==> src/rtl/alu_arb_pkg.sv <==
// Shared definitions for the two-requester ALU arbiter.
//   - state_e    : arbiter FSM states (IDLE / EXEC / RESP)
//   - OP_*       : 3-bit ALU operation encodings
//   - DATA_W     : datapath width (16)
//   - ERR_DATA   : result returned for modulo by zero
package alu_arb_pkg;

  localparam int DATA_W = 16;
  localparam int OP_W   = 3;

  localparam logic [DATA_W-1:0] ERR_DATA = 16'hFFFF;

  localparam logic [OP_W-1:0] OP_ADD = 3'b000;
  localparam logic [OP_W-1:0] OP_SUB = 3'b001;
  localparam logic [OP_W-1:0] OP_AND = 3'b010;
  localparam logic [OP_W-1:0] OP_OR  = 3'b011;
  localparam logic [OP_W-1:0] OP_SHL = 3'b100;
  localparam logic [OP_W-1:0] OP_SHR = 3'b101;
  localparam logic [OP_W-1:0] OP_MUL = 3'b110;
  localparam logic [OP_W-1:0] OP_MOD = 3'b111;

  typedef enum logic [1:0] {
    ST_IDLE = 2'd0,
    ST_EXEC = 2'd1,
    ST_RESP = 2'd2
  } state_e;

endpackage

==> src/rtl/alu_arbiter_alu.sv <==
// alu: purely combinational 16-bit ALU, the arbiter's only arithmetic resource.
// Ports:
//   a_i, b_i  in  16  operands
//   op_i      in  3   operation select (see alu_arb_pkg OP_*)
//   y_o       out 16  result, low 16 bits
//   err_o     out 1   high only for modulo by zero
module alu
  import alu_arb_pkg::*;
(
  input  logic [DATA_W-1:0] a_i,
  input  logic [DATA_W-1:0] b_i,
  input  logic [OP_W-1:0]   op_i,
  output logic [DATA_W-1:0] y_o,
  output logic              err_o
);

  logic [2*DATA_W-1:0] prod;
  logic                shift_big;

  assign prod      = {{DATA_W{1'b0}}, a_i} * {{DATA_W{1'b0}}, b_i};
  // Any shift distance of 16 or more clears the whole word.
  assign shift_big = |b_i[DATA_W-1:4];

  always_comb begin
    y_o   = '0;
    err_o = 1'b0;
    case (op_i)
      OP_ADD: y_o = a_i + b_i;
      OP_SUB: y_o = a_i - b_i;
      OP_AND: y_o = a_i & b_i;
      OP_OR:  y_o = a_i | b_i;
      OP_SHL: y_o = shift_big ? '0 : (a_i << b_i[3:0]);
      OP_SHR: y_o = shift_big ? '0 : (a_i >> b_i[3:0]);
      OP_MUL: y_o = prod[DATA_W-1:0];
      OP_MOD: begin
        if (b_i == '0) begin
          y_o   = ERR_DATA;
          err_o = 1'b1;
        end else begin
          y_o = a_i % b_i;
        end
      end
      default: y_o = '0;
    endcase
  end

endmodule

==> src/rtl/alu_arbiter.sv <==
// alu_arbiter: arbitrates two requesters onto one shared ALU, one operation
// in flight at a time (IDLE -> EXEC -> RESP -> IDLE).
// Configuration macro: ALU_ARB_RR_EN
//   defined   -> round-robin arbitration with a one-bit pointer
//   undefined -> fixed priority, requester 0 wins, no pointer register
// Ports:
//   clk, rst_n                 clock, asynchronous active-low reset
//   req_valid[1:0]             per-requester valid
//   req_ready[1:0]             per-requester accept (one-hot or zero)
//   req_a0/b0/op0, req_a1/b1/op1  operands and op per requester
//   rsp_valid, rsp_ready       response handshake
//   rsp_data, rsp_id, rsp_err  response payload
//   busy                       high whenever not IDLE
//   dbg_state                  current FSM state, for observation only
//
// Handshake rule (both request and response sides): a transfer happens on a
// rising edge where valid and ready are both high. Ready may depend
// combinationally on valid; payload must stay stable while valid && !ready.
module alu_arbiter
  import alu_arb_pkg::*;
#(
  parameter int NREQ = 2
) (
  input  logic              clk,
  input  logic              rst_n,
  input  logic [NREQ-1:0]   req_valid,
  output logic [NREQ-1:0]   req_ready,
  input  logic [DATA_W-1:0] req_a0,
  input  logic [DATA_W-1:0] req_b0,
  input  logic [DATA_W-1:0] req_a1,
  input  logic [DATA_W-1:0] req_b1,
  input  logic [OP_W-1:0]   req_op0,
  input  logic [OP_W-1:0]   req_op1,
  output logic              rsp_valid,
  input  logic              rsp_ready,
  output logic [DATA_W-1:0] rsp_data,
  output logic              rsp_id,
  output logic              rsp_err,
  output logic              busy,
  output state_e            dbg_state
);

  state_e            state_q, state_d;
  logic [DATA_W-1:0] a_q, b_q;
  logic [OP_W-1:0]   op_q;
  logic              id_q;
  logic [DATA_W-1:0] rsp_data_q;
  logic              rsp_err_q;

  logic              gnt;
  logic              accept;
  logic [DATA_W-1:0] alu_y;
  logic              alu_err;

  // ---------------- arbitration ----------------
`ifdef ALU_ARB_RR_EN
  logic ptr_q;

  // Pointer breaks ties only; a lone valid requester always wins.
  always_comb begin
    if (&req_valid) gnt = ptr_q;
    else            gnt = req_valid[1];
  end

  always_ff @(posedge clk or negedge rst_n) begin
    if (!rst_n)      ptr_q <= 1'b0;
    else if (accept) ptr_q <= ~ptr_q;
  end
`else
  // Requester 0 wins whenever it is valid.
  always_comb begin
    gnt = ~req_valid[0];
  end
`endif

  assign accept = |(req_valid & req_ready);

  // ---------------- state register ----------------
  always_ff @(posedge clk or negedge rst_n) begin
    if (!rst_n) state_q <= ST_IDLE;
    else        state_q <= state_d;
  end

  // ---------------- next-state logic ----------------
  always_comb begin
    state_d = state_q;
    case (state_q)
      ST_IDLE: if (accept)    state_d = ST_EXEC;
      ST_EXEC:                state_d = ST_RESP;
      ST_RESP: if (rsp_ready) state_d = ST_IDLE;
      default:                state_d = ST_IDLE;
    endcase
  end

  // ---------------- output logic ----------------
  always_comb begin
    req_ready = '0;
    if (state_q == ST_IDLE && req_valid[gnt]) req_ready[gnt] = 1'b1;
    rsp_valid = (state_q == ST_RESP);
    busy      = (state_q != ST_IDLE);
  end

  // ---------------- datapath ----------------
  always_ff @(posedge clk or negedge rst_n) begin
    if (!rst_n) begin
      a_q  <= '0;
      b_q  <= '0;
      op_q <= '0;
      id_q <= 1'b0;
    end else if (accept) begin
      a_q  <= gnt ? req_a1  : req_a0;
      b_q  <= gnt ? req_b1  : req_b0;
      op_q <= gnt ? req_op1 : req_op0;
      id_q <= gnt;
    end
  end

  // Result is captured only in EXEC, so it stays frozen through RESP.
  always_ff @(posedge clk or negedge rst_n) begin
    if (!rst_n) begin
      rsp_data_q <= '0;
      rsp_err_q  <= 1'b0;
    end else if (state_q == ST_EXEC) begin
      rsp_data_q <= alu_y;
      rsp_err_q  <= alu_err;
    end
  end

  alu u_alu (
    .a_i   (a_q),
    .b_i   (b_q),
    .op_i  (op_q),
    .y_o   (alu_y),
    .err_o (alu_err)
  );

  assign rsp_data  = rsp_data_q;
  assign rsp_err   = rsp_err_q;
  assign rsp_id    = id_q;
  assign dbg_state = state_q;

endmodule

==> config.mk <==
export PLATFORM = sky130hd
export DESIGN_NAME = alu_arbiter
export DESIGN_NICKNAME = d
export VERILOG_FILES = /design/src/rtl/alu_arb_pkg.sv /design/src/rtl/alu_arbiter_alu.sv /design/src/rtl/alu_arbiter.sv
export SDC_FILE = /design/constraint.sdc
export NUM_CORES = 1
export LEC_CHECK = 0
export ABC_AREA = 1
export BUFFER_PORTS_ARGS = -buffer_cell sky130_fd_sc_hd__clkbuf_2
export CORE_AREA = 4 4 181 183
export CTS_CLUSTER_SIZE = 16
export DETAILED_ROUTE_END_ITERATION = 12
export DIE_AREA = 0 0 185 187
export PLACE_DENSITY = 0.73
export SLEW_MARGIN = 20
export SYNTH_ARGS = -nofsm -noshare
export SYNTH_HDL_FRONTEND = slang
export SYNTH_SLANG_ARGS = --single-unit
==> constraint.sdc <==
create_clock -name clk -period 43.1 [get_ports clk]
set_input_delay 8.62 -clock clk [delete_from_list [all_inputs] [get_ports clk]]
set_output_delay 8.62 -clock clk [all_outputs]
set_load 0.02 [all_outputs]
== Word-level counts from Yosys, hierarchy flattened ==
Cells that the tools add are included.

* Div/mod/pow operators: 1
* Bitwise gates (word level): 4
* Multiply operators: 1
* Shifts and indexed selects: 2
* Reduce and logical (&&, ||, !) cells: 9
* Order comparisons: 2
* Mux-type cells: 17
* Eq/ne operators: 11
* Add/subtract/negate cells: 2

{| class="wikitable"
|+ Operators by type and width
! kind !! count
|-
| 16-bit one-hot mux with 8 select lines || 1
|-
| 16-bit 2-to-1 mux || 5
|-
| 16-bit adder || 1
|-
| 16-bit AND || 1
|-
| 16-bit zero test || 1
|-
| 16-bit by 16-bit modulo with 16-bit output || 1
|-
| 16-bit by 16-bit multiplier with 16-bit output || 1
|-
| 16-bit bitwise OR || 1
|-
| 16-bit by 4-bit left shift with 16-bit output || 1
|-
| 16-bit by 4-bit >> shifter with 16-bit output || 1
|-
| 16-bit subtractor || 1
|-
| 3-bit equality test, second input constant || 4
|-
| 12-bit OR reduction || 1
|-
| 3-bit by 2-bit equality test with 1-bit output, second input constant || 2
|-
| 2-bit 2-to-1 mux || 3
|-
| 2-bit one-hot mux with 3 select lines || 1
|-
| 1-bit 2-to-1 mux || 5
|-
| 3-bit by 1-bit equality test with 1-bit output, second input constant || 1
|-
| 3-bit zero test || 1
|-
| 3-bit 2-to-1 mux || 1
|-
| 2-bit AND || 1
|-
| 2-bit by 1-bit equality test with 1-bit output, second input constant || 1
|-
| 2-bit equality test, second input constant || 1
|-
| 1-bit logical AND || 2
|-
| other kinds (10) || 10
|}

* Memories: 0
* Memory bits (read-only): 0
* Flip-flop bits (word level): 55
* Bits in latches: 0
* Bits in writable memories: 0
* Bits of input ports: 75

== Depth between registers and ports, before layout ==
Gate-level depths: netlist of the first run.

* Depth in word-level cells: 10
* Gate-level depth with buffers: 215
* Mapped depth without buffers: 212

== Cells and area by module ==
A second synthesis of the first run with hierarchy kept.

* Cell total of the unflattened synthesis: 2666
* Area, all modules: 16895.0 µm²

{| class="wikitable"
|+ Modules (own cells, without submodules)
! module !! seq. area each (µm²) !! instances !! area an instance (µm²) !! cells each
|-
| alu || 0.0 || 1 || 14206.1 || 2312
|-
| alu_arbiter || 1376.3 || 1 || 2688.8 || 354
|}

== Worst setup path before layout of the first run ==
OpenSTA, ideal clock, no wires.

* Path type: flip-flop to flip-flop
* Start point: register b_q[0]
* End point: register rsp_data_q[15], in the netlist rsp_data[15]
* Arrival time: 23.698 ns
* Required time: 43.037 ns
* Setup slack: 19.340 ns
* Stages on the path, launching flop included: 200
* Setup time: 0.062 ns
* Path through: dfrtp_1 > clkinv_1 > clkbuf_1 > ha_1 > inv_1 > nor2_1 > nand2_1 > nor2_1 > o21ai_2 > nand3_1 > and2_1 > ha_1 > nand2_1 > inv_1 > nand2_1 > nor2_1 > nand2_1 > nor2_1 > [... 164 more ...] > o211ai_1 > a21oi_1 > o21bai_1 > a21oi_1 > o21bai_1 > a21oi_1 > o21bai_1 > a21o_1 > a21oi_1 > xnor2_1 > nand2_1 > nand2_1 > inv_1 > nand2_1 > nand2_1 > nand3_1 > nand2_1 > inv_1

* Word-level cells in the longest chain between the ends: 3
* Elaborated cells between the ends (all ways): 11
* Those cells by class: add/sub (2); mul (1); div (1); shift (2); mux (4); reduce/logical (1)

{| class="wikitable"
|+ Ends and longest elaborated chain
! what !! line !! source
|-
| from (decl) || alu_arbiter.sv:44 || <nowiki>logic [DATA_W-1:0] a_q, b_q;</nowiki>
|-
| from (signal assigned) || alu_arbiter.sv:112 || <nowiki>b_q <= gnt ? req_b1 : req_b0;</nowiki>
|-
| 16-bit by 16-bit modulo with 16-bit output, or another cell as far along || alu_arbiter_alu.sv:40 || <nowiki>y_o = a_i % b_i;</nowiki>
|-
| 16-bit 2-to-1 mux (on tied branches) || alu_arbiter_alu.sv:36, alu_arbiter_alu.sv:32, alu_arbiter_alu.sv:33 ||
|-
| 16-bit one-hot mux with 8 select lines * || alu_arbiter_alu.sv:27 || <nowiki>case (op_i)</nowiki>
|-
| to (signal assigned) || alu_arbiter.sv:124 || <nowiki>rsp_data_q <= alu_y;</nowiki>
|-
| to (decl) || alu_arbiter.sv:47 || <nowiki>logic [DATA_W-1:0] rsp_data_q;</nowiki>
|}

Mark *: on every way between the ends. The rest lies on a longest branch, timed or not.
A chain may end at the register's enable or synchronous reset.

== Worst setup path in the final report of the first run ==
* Start point: register b_q[1]
* End point: register rsp_data_q[5], in the netlist rsp_data[5]

Same word-level chain as after synthesis.

==> metrics, run 1 <==
cell depth of the worst setup path=187; Reg clk slew, reported paths=approximately 80 ps; depth of the worst hold-timing path=2; Diodes inserted=0; via density per instance=5.78; Max Cap Viol=0; Seq/Total Area, Yosys=8.10%; drt wl/cell=between 15 and 20 µm; CTS Root Buffer Type=clkbuf_16; Netlist Area Pre-Place=between 15000 and 20000 µm²; Mapped Nets=3000; number of synthesized flops with an enable pin=0; Die X=185 µm; mean post-synth cell area=between 6 and 7 µm²; critical path class=reg -> reg; # hold bufs at CTS=0; Fin Setup TNS=0 ps; CP dominant cell by count=nand2_1; largest net degree at the start of global routing=56; worst reg-to-reg path cell count=~190; post-synth top area share=between 15 and 20%; initial drt markers=1841; Post-route DRC=0; Final nets=3038; Worst Path Required=43280 ps; CTS tree=built; post-synth top area cell=ha_1; Synth Instances=about 2600; H-tree depth=2; routability cong.=1.03; gr usage total=between 30 and 40%; post-synthesis mux area share=less than 1%; DR vias=17800; unrepaired setup endpoints after global routing=no; Tcrit/Tclk final=between 60% and 70%; adder-cell area share of the yosys netlist=24.9%; Initial Utilization=~54%; first-pass GRT wire length=about 94 mm; Hold Path Class=reg -> reg; Fin. Hold Viols=0; Worst-Skew Late Latency=roughly 320 ps; final WL=60.3 mm; drt first pass iters=6; XOR/XNOR Fraction of Synth Area=around 6.2%; Worst Tran Pin Value=1010 ps; largest family of logic cells by synthesized area=simple AND/OR/NAND/NOR gates; FILL cells=3141; post-CTS sizing=0; core area=approximately 31000 µm²; clock tree sinks=55; Routed Antenna Nets=0; number of global-route vias before repair=between 15000 and 20000; worst-case clock buffer depth=2; count of cell types in the netlist=between 60 and 70; largest cells by area after synthesis=ha_1 15%, nand2_1 15%, inv_1 9.7%; Die Y=between 150 and 200 µm; Synth async-reset ratio=100%; worst-path cell with the longest stage delay=inv_1; Crit. End Element=flip-flop; die area=34600 µm²; Post-DP HPWL=about 47 mm; Crit path arrival time=29770 ps; fraction of layout cells with a size suffix above 1=a little under an eighth; CTS buffer count=5; Finish-stage setup viols=0; Pins Over Slew Limit=0; clk_skew=between 4 and 5 ps; crit path time final=29590 ps; post-synthesis compound-gate area fraction=17.0%; Crit path largest cell delay=~650 ps; CP max FO=40; Top-Level Pins=99; post-synthesis simple-gate area fraction=a little under a third; initial antenna violation count=1; Row Count=65; FMAX=33.8 MHz; crit path launch type=flip-flop; Syn-to-layout area delta=5.38%; synthesis warning total=0; top_reg_cell synth=dfrtp_1; crit path buf inv count=26; status=finished clean; Post CTS Setup Buffer Count=0; CP top delay family=simple AND/OR/NAND/NOR gates; IO Port Bufs=roughly 100; GRT Residual Overflow=0; max_slew headroom=roughly 33%; Seq cells post-synth=55
registers in the layout, summed over array words and instances (netlist names):
| register | count |
|---|---|
| b_q | 16 |
| rsp_id | 1 |
| op_q | 3 |
| a_q | 16 |
| dbg_state | 2 |
| rsp_data | 16 |
| rsp_err | 1 |
metal layers:
layer  wire length [µm]  GRT usage (%)
met1              24900           45.8
met2              27600           55.9
met3               5230           4.12
met4               2520           12.6
met5                  0              0
tightest hold or removal path, stage by stage (launching register included):
cell,delay (ps)
dfrtp_1,350
nand2_1,60
nand2_1,50
final timing paths:
path                                          start  slack [ps]                  endpoint
max                              b_q[1]$_DFFE_PN0P_       13510   rsp_data[5]$_DFFE_PN0N_
min                        rsp_data[12]$_DFFE_PN0N_         490  rsp_data[12]$_DFFE_PN0N_
max reg2reg                      b_q[1]$_DFFE_PN0P_       13510   rsp_data[5]$_DFFE_PN0N_
min reg2reg                rsp_data[12]$_DFFE_PN0N_         490  rsp_data[12]$_DFFE_PN0N_
max in group asynchronous                     rst_n       34120        b_q[1]$_DFFE_PN0P_
min in group asynchronous                     rst_n        8440   rsp_data[8]$_DFFE_PN0N_
cell usage after synthesis (all sizes together) (2+ instances only):
master   number
ha          207
o221ai        7
a211oi        3
o21bai       17
nor3b         4
and2         17
o31ai         8
xnor2        41
nand4        18
o211ai       27
buf          32
a221o         4
nor3         41
a21boi        5
o2111ai       3
nor4         14
fa           82
nand3       153
a21oi       157
a2111oi       2
a221oi       15
or3           2
inv         459
a31oi         8
nor2        136
o21a          3
a22oi        21
dfrtp        55
nand2       700
nand3b        6
or2          39
o22ai        13
o311ai        2
xor2         79
o21ai       168
a21o         14
clkbuf       63
clkinv        6
layout make-up:
type	instances	area, µm²	area share (%)
Clock buffer	5	125	0.699
Clock inverter	3	22.5	0.126
Inverter	465	1750	9.80
Multi-Input combinational cell	2021	13400	75.0
Sequential cell	55	1380	7.69
Tap cell	402	503	2.81
Timing Repair Buffer	126	701	3.92
stage by stage:
stage	hold slack (ps)	setup slack (ps)	instance area, µm²	utilization [%]	instances
floorplan	589	19340	17000	-	2636
global placement	464	15360	17700	56.8	3069
detailed placement	470	14370	17700	56.8	3069
CTS	490	14240	17900	57.3	3077
global route	514	10750	17900	57.3	3077
finish	488	13510	17900	57.3	3077
cell usage in the layout (no fill, tap or decap), types with 4 or more instances in the layout:
cell type	netlist	routed
clkbuf_2	0	98
o31ai_1	8	8
inv_1	440	440
nand3_2	47	47
o221ai_1	7	7
o21ai_1	15	15
inv_2	16	16
o21ai_0	142	142
nor4_1	11	11
o22ai_1	13	13
nand3b_1	6	6
a31oi_1	8	8
and2_1	17	17
buf_4	9	28
ha_1	207	207
nor2_1	127	125
a22oi_1	21	21
o21ai_2	11	11
a21oi_1	155	155
o211ai_1	27	27
clkinv_1	5	5
o21bai_1	17	17
nand2_4	5	5
xor2_1	79	79
nand4_1	18	18
nor2_4	3	5
nand2_2	32	32
a221oi_1	15	15
xnor2_1	41	41
a21boi_0	5	5
or2_2	36	36
nand2_1	662	662
dfrtp_1	55	55
nor3_1	41	41
a221o_1	4	4
a21o_1	14	14
clkbuf_16	0	5
fa_1	82	82
nand3_1	106	106
cell families after synthesis:
group                      after synthesis
muxes                                    1
adders and majority gates              289
AOI/OAI and AO/OA                      480
DFF                                     55
buffers and inverters                  560
xor gates and xnor gates               120
and+or+nand+nor                       1131
Power of run 1 is not shown: default switching activity piles up to over one toggle a cycle in this logic, so the estimate is an artifact.
==> inputs of run 2 (changes only) <==
- ABC_AREA: 1 -> 0
- PLACE_DENSITY: 0.73 -> 0.72
- clock period: 43.1 -> 27.4 ns (I/O delays scaled with it)
==> run 2 against run 1 <==
  * Area after synthesis shrank 0.62%
  * Non-clock buffer count grew 123
  * Die area is the same
  * Largest cell class unchanged
  * Highest routed layer is now met5
==> metrics, run 2 <==
routability cong.=1.03 (+0.42%); Reg clk slew, reported paths=80 ps (about the same); count of cell types in the netlist=96 (+52%); Top-Level Pins=99 (unchanged); Tcrit/Tclk final=96.3% (+28 points); commonest cells in the netlist=245 x nand2_1, 215 x nor2_1, 207 x ha_1, 166 x inv_1, 141 x a21oi_1; max_slew headroom=35.1% (+2.5 points); Hold Path Class=reg -> reg; worst reg-to-reg path cell count=119 (-36%); crit path launch type=flip-flop; crit path buf inv count=8 (-69%); fraction of layout cells with a size suffix above 1=19.5% (+8.2 points); Crit path arrival time=26580 ps (-3190 ps); Synth async-reset ratio=100% (unchanged); Die Y=187 µm (unchanged); Syn-to-layout area delta=15.5%; Final nets=2782 (-8.4%); Netlist Area Pre-Place=16900 µm² (-0.62%); most frequent cell after synthesis=nand2_1; Crit path largest cell delay=480 ps (-170 ps); commonest cells after routing, fill and taps aside=240 x nand2_1, 208 x nor2_1, 190 x ha_1; Worst Tran Pin Value=970 ps (-38.5 ps); drt wl/cell=23.2 µm (+18%); worst-path cell with the longest stage delay=or4_4; number of synthesized flops with an enable pin=0 (unchanged); post-synth top area share=15.3% (+0.095 points); CP max FO=18 (-55%); largest net degree at the start of global routing=56 (unchanged); Final Util=62.4% (+5.1 points); largest cells by area after synthesis=ha_1 15%, fa_1 9.7%, dfrtp_1 8.2%; Crit. End Element=flip-flop; Max Cap Viol=0 (unchanged); Mapped Nets=2649 (-12%); critical path class=reg -> reg; via density per instance=6.64 (+15%); Routed Antenna Nets=0 (unchanged); drt first pass iters=7 (+1); Post-route DRC=0 (unchanged); H-tree depth=2 (unchanged); Worst-Skew Late Latency=320 ps (about the same); Seq/Total Area, Yosys=8.15% (+0.050 points); CTS Root Buffer Type=clkbuf_16; core area=31200 µm² (unchanged); Pins Over Slew Limit=0 (unchanged); Fin. Hold Viols=0 (unchanged); synthesis warning total=0 (unchanged); final WL=65.4 mm (+8.5%); depth of the worst hold-timing path=2 (unchanged); Seq cells post-synth=55 (unchanged); number of global-route vias before repair=17900 (+3.1%); IO Port Bufs=98 (unchanged); CTS buffer count=5 (unchanged); Synth Instances=2285 (-13%); Worst R2R Start=b_q[6]$_DFFE_PN0P_; crit path time final=26390 ps (-3200 ps); Die X=185 µm (unchanged); FMAX=37.9 MHz (+12%); commonest non-fill, non-tap cell in the layout=nand2_1; Finish-stage setup viols=0 (unchanged); CTS tree=built; Row Count=65 (unchanged); CP dominant cell by count=ha_1; Post-DP HPWL=48.2 mm (+1.9%); status=finished clean; die area=34600 µm² (unchanged); WHS Endpoint=rsp_data[11]$_DFFE_PN0N_; reg2reg setup slack=1010 ps (-12500 ps); clk_skew=8.46 ps (+3.65 ps); post-synth top area cell=ha_1; gr usage total=36.1% (+2.1 points); RR Endpoint=rsp_data[4]$_DFFE_PN0N_; Diodes inserted=0 (unchanged); clock tree sinks=55 (unchanged); DR vias=18700 (+5.4%); worst-case clock buffer depth=2 (unchanged); GRT Residual Overflow=0 (unchanged); Worst Path Required=27600 ps (-15680 ps); top_reg_cell synth=dfrtp_1; initial drt markers=2053 (+12%); first-pass GRT wire length=99.5 mm (+5.7%); initial antenna violation count=1 (unchanged); origin of the worst min-delay path=rsp_data[11]$_DFFE_PN0N_; Initial Utilization=54.0% (-0.34 points); mean post-synth cell area=7.39 µm² (+15%); CP top delay family=compound AO/OA/AOI/OAI gates
[run 2: cell type report]
cell class              instances  area [µm²]
inverters                     171         642
repair buffers                249        1680
clock inverters                 2        16.3
multi-input cells            1936       15200
well taps                     402         503
flip-flops and latches         55        1380
clock buffers                   6         129
fillers                      2822       11700
[run 2: worst max path at each step]
| stage | start | to | slack (ps) | cells after the start |
|---|---|---|---|---|
| final | b_q[6]$_DFFE_PN0P_ | rsp_data[4]$_DFFE_PN0N_ | 1010 | 119 |
| after global routing | b_q[6]$_DFFE_PN0P_ | rsp_data[1]$_DFFE_PN0N_ | -400 | 122 |
| after CTS | b_q[10]$_DFFE_PN0P_ | rsp_data[0]$_DFFE_PN0N_ | 30 | 117 |
| after detailed placement | b_q[10]$_DFFE_PN0P_ | rsp_data[0]$_DFFE_PN0N_ | -830 | 117 |
| after global placement | b_q[14]$_DFFE_PN0P_ | rsp_data[11]$_DFFE_PN0N_ | -240 | 115 |
| after floorplan | b_q[1]$_DFFE_PN0P_ | rsp_data[11]$_DFFE_PN0N_ | 10 | 119 |
[run 2: repair_timing]
action,in CTS,in global routing
endpoints found under the hold margin,0,0
resized for setup,17,158
cloned,0,1
setup buffers,0,39
hold buffers,0,0
setup endpoints to repair,16,16
pin swaps,0,50
[run 2: metal layers]
| metal | part of all wire (%) | vias up | GRT usage, % | wire [µm] |
|---|---|---|---|---|
| met2 | 45 | 1095 | 57.4 | 29100 |
| met5 | 0.020 | - | 0 | 13 |
| li1 | - | 8525 | - | - |
| met3 | 9.7 | 271 | 5.93 | 6320 |
| met4 | 5.9 | 2 | 15.6 | 3830 |
| met1 | 40 | 8844 | 48.5 | 26100 |
[run 2: logic make-up after synthesis]
family	Yosys count	synth area share [%]
buffers and inverters	294	6.71
AND/OR/NAND/NOR	753	20.8
multiplexers	59	3.74
XOR/XNOR	132	6.85
AO/OA/AOI/OAI	701	28.6
adder cells (fa/ha/maj)	291	25.2
flip-flops	55	8.15
[run 2: worst register-to-register path, delay by kind of cell (launching register included)]
family | cells | cell delay [ps]
AO/OA/AOI/OAI | 55 | 12520
AND/OR/NAND/NOR | 40 | 7420
adder cells (fa/ha/maj) | 15 | 4250
buffers and inverters | 8 | 1330
flip-flops | 1 | 400
multiplexers | 1 | 380
[run 2: metrics by stage]
step	setup TNS (ps)	setup slack, ps	hold WS, ps	std cells	area, µm²
floorplan	0	14.1	590	2285	16900
global placement	-1690	-244	475	2773	18200
detailed placement	-9910	-828	489	2773	18200
CTS	0	32.7	508	2781	18500
global route	-4690	-398	538	2821	19500
finish	0	1010	508	2821	19500
Power of run 2 is left out for the same reason.
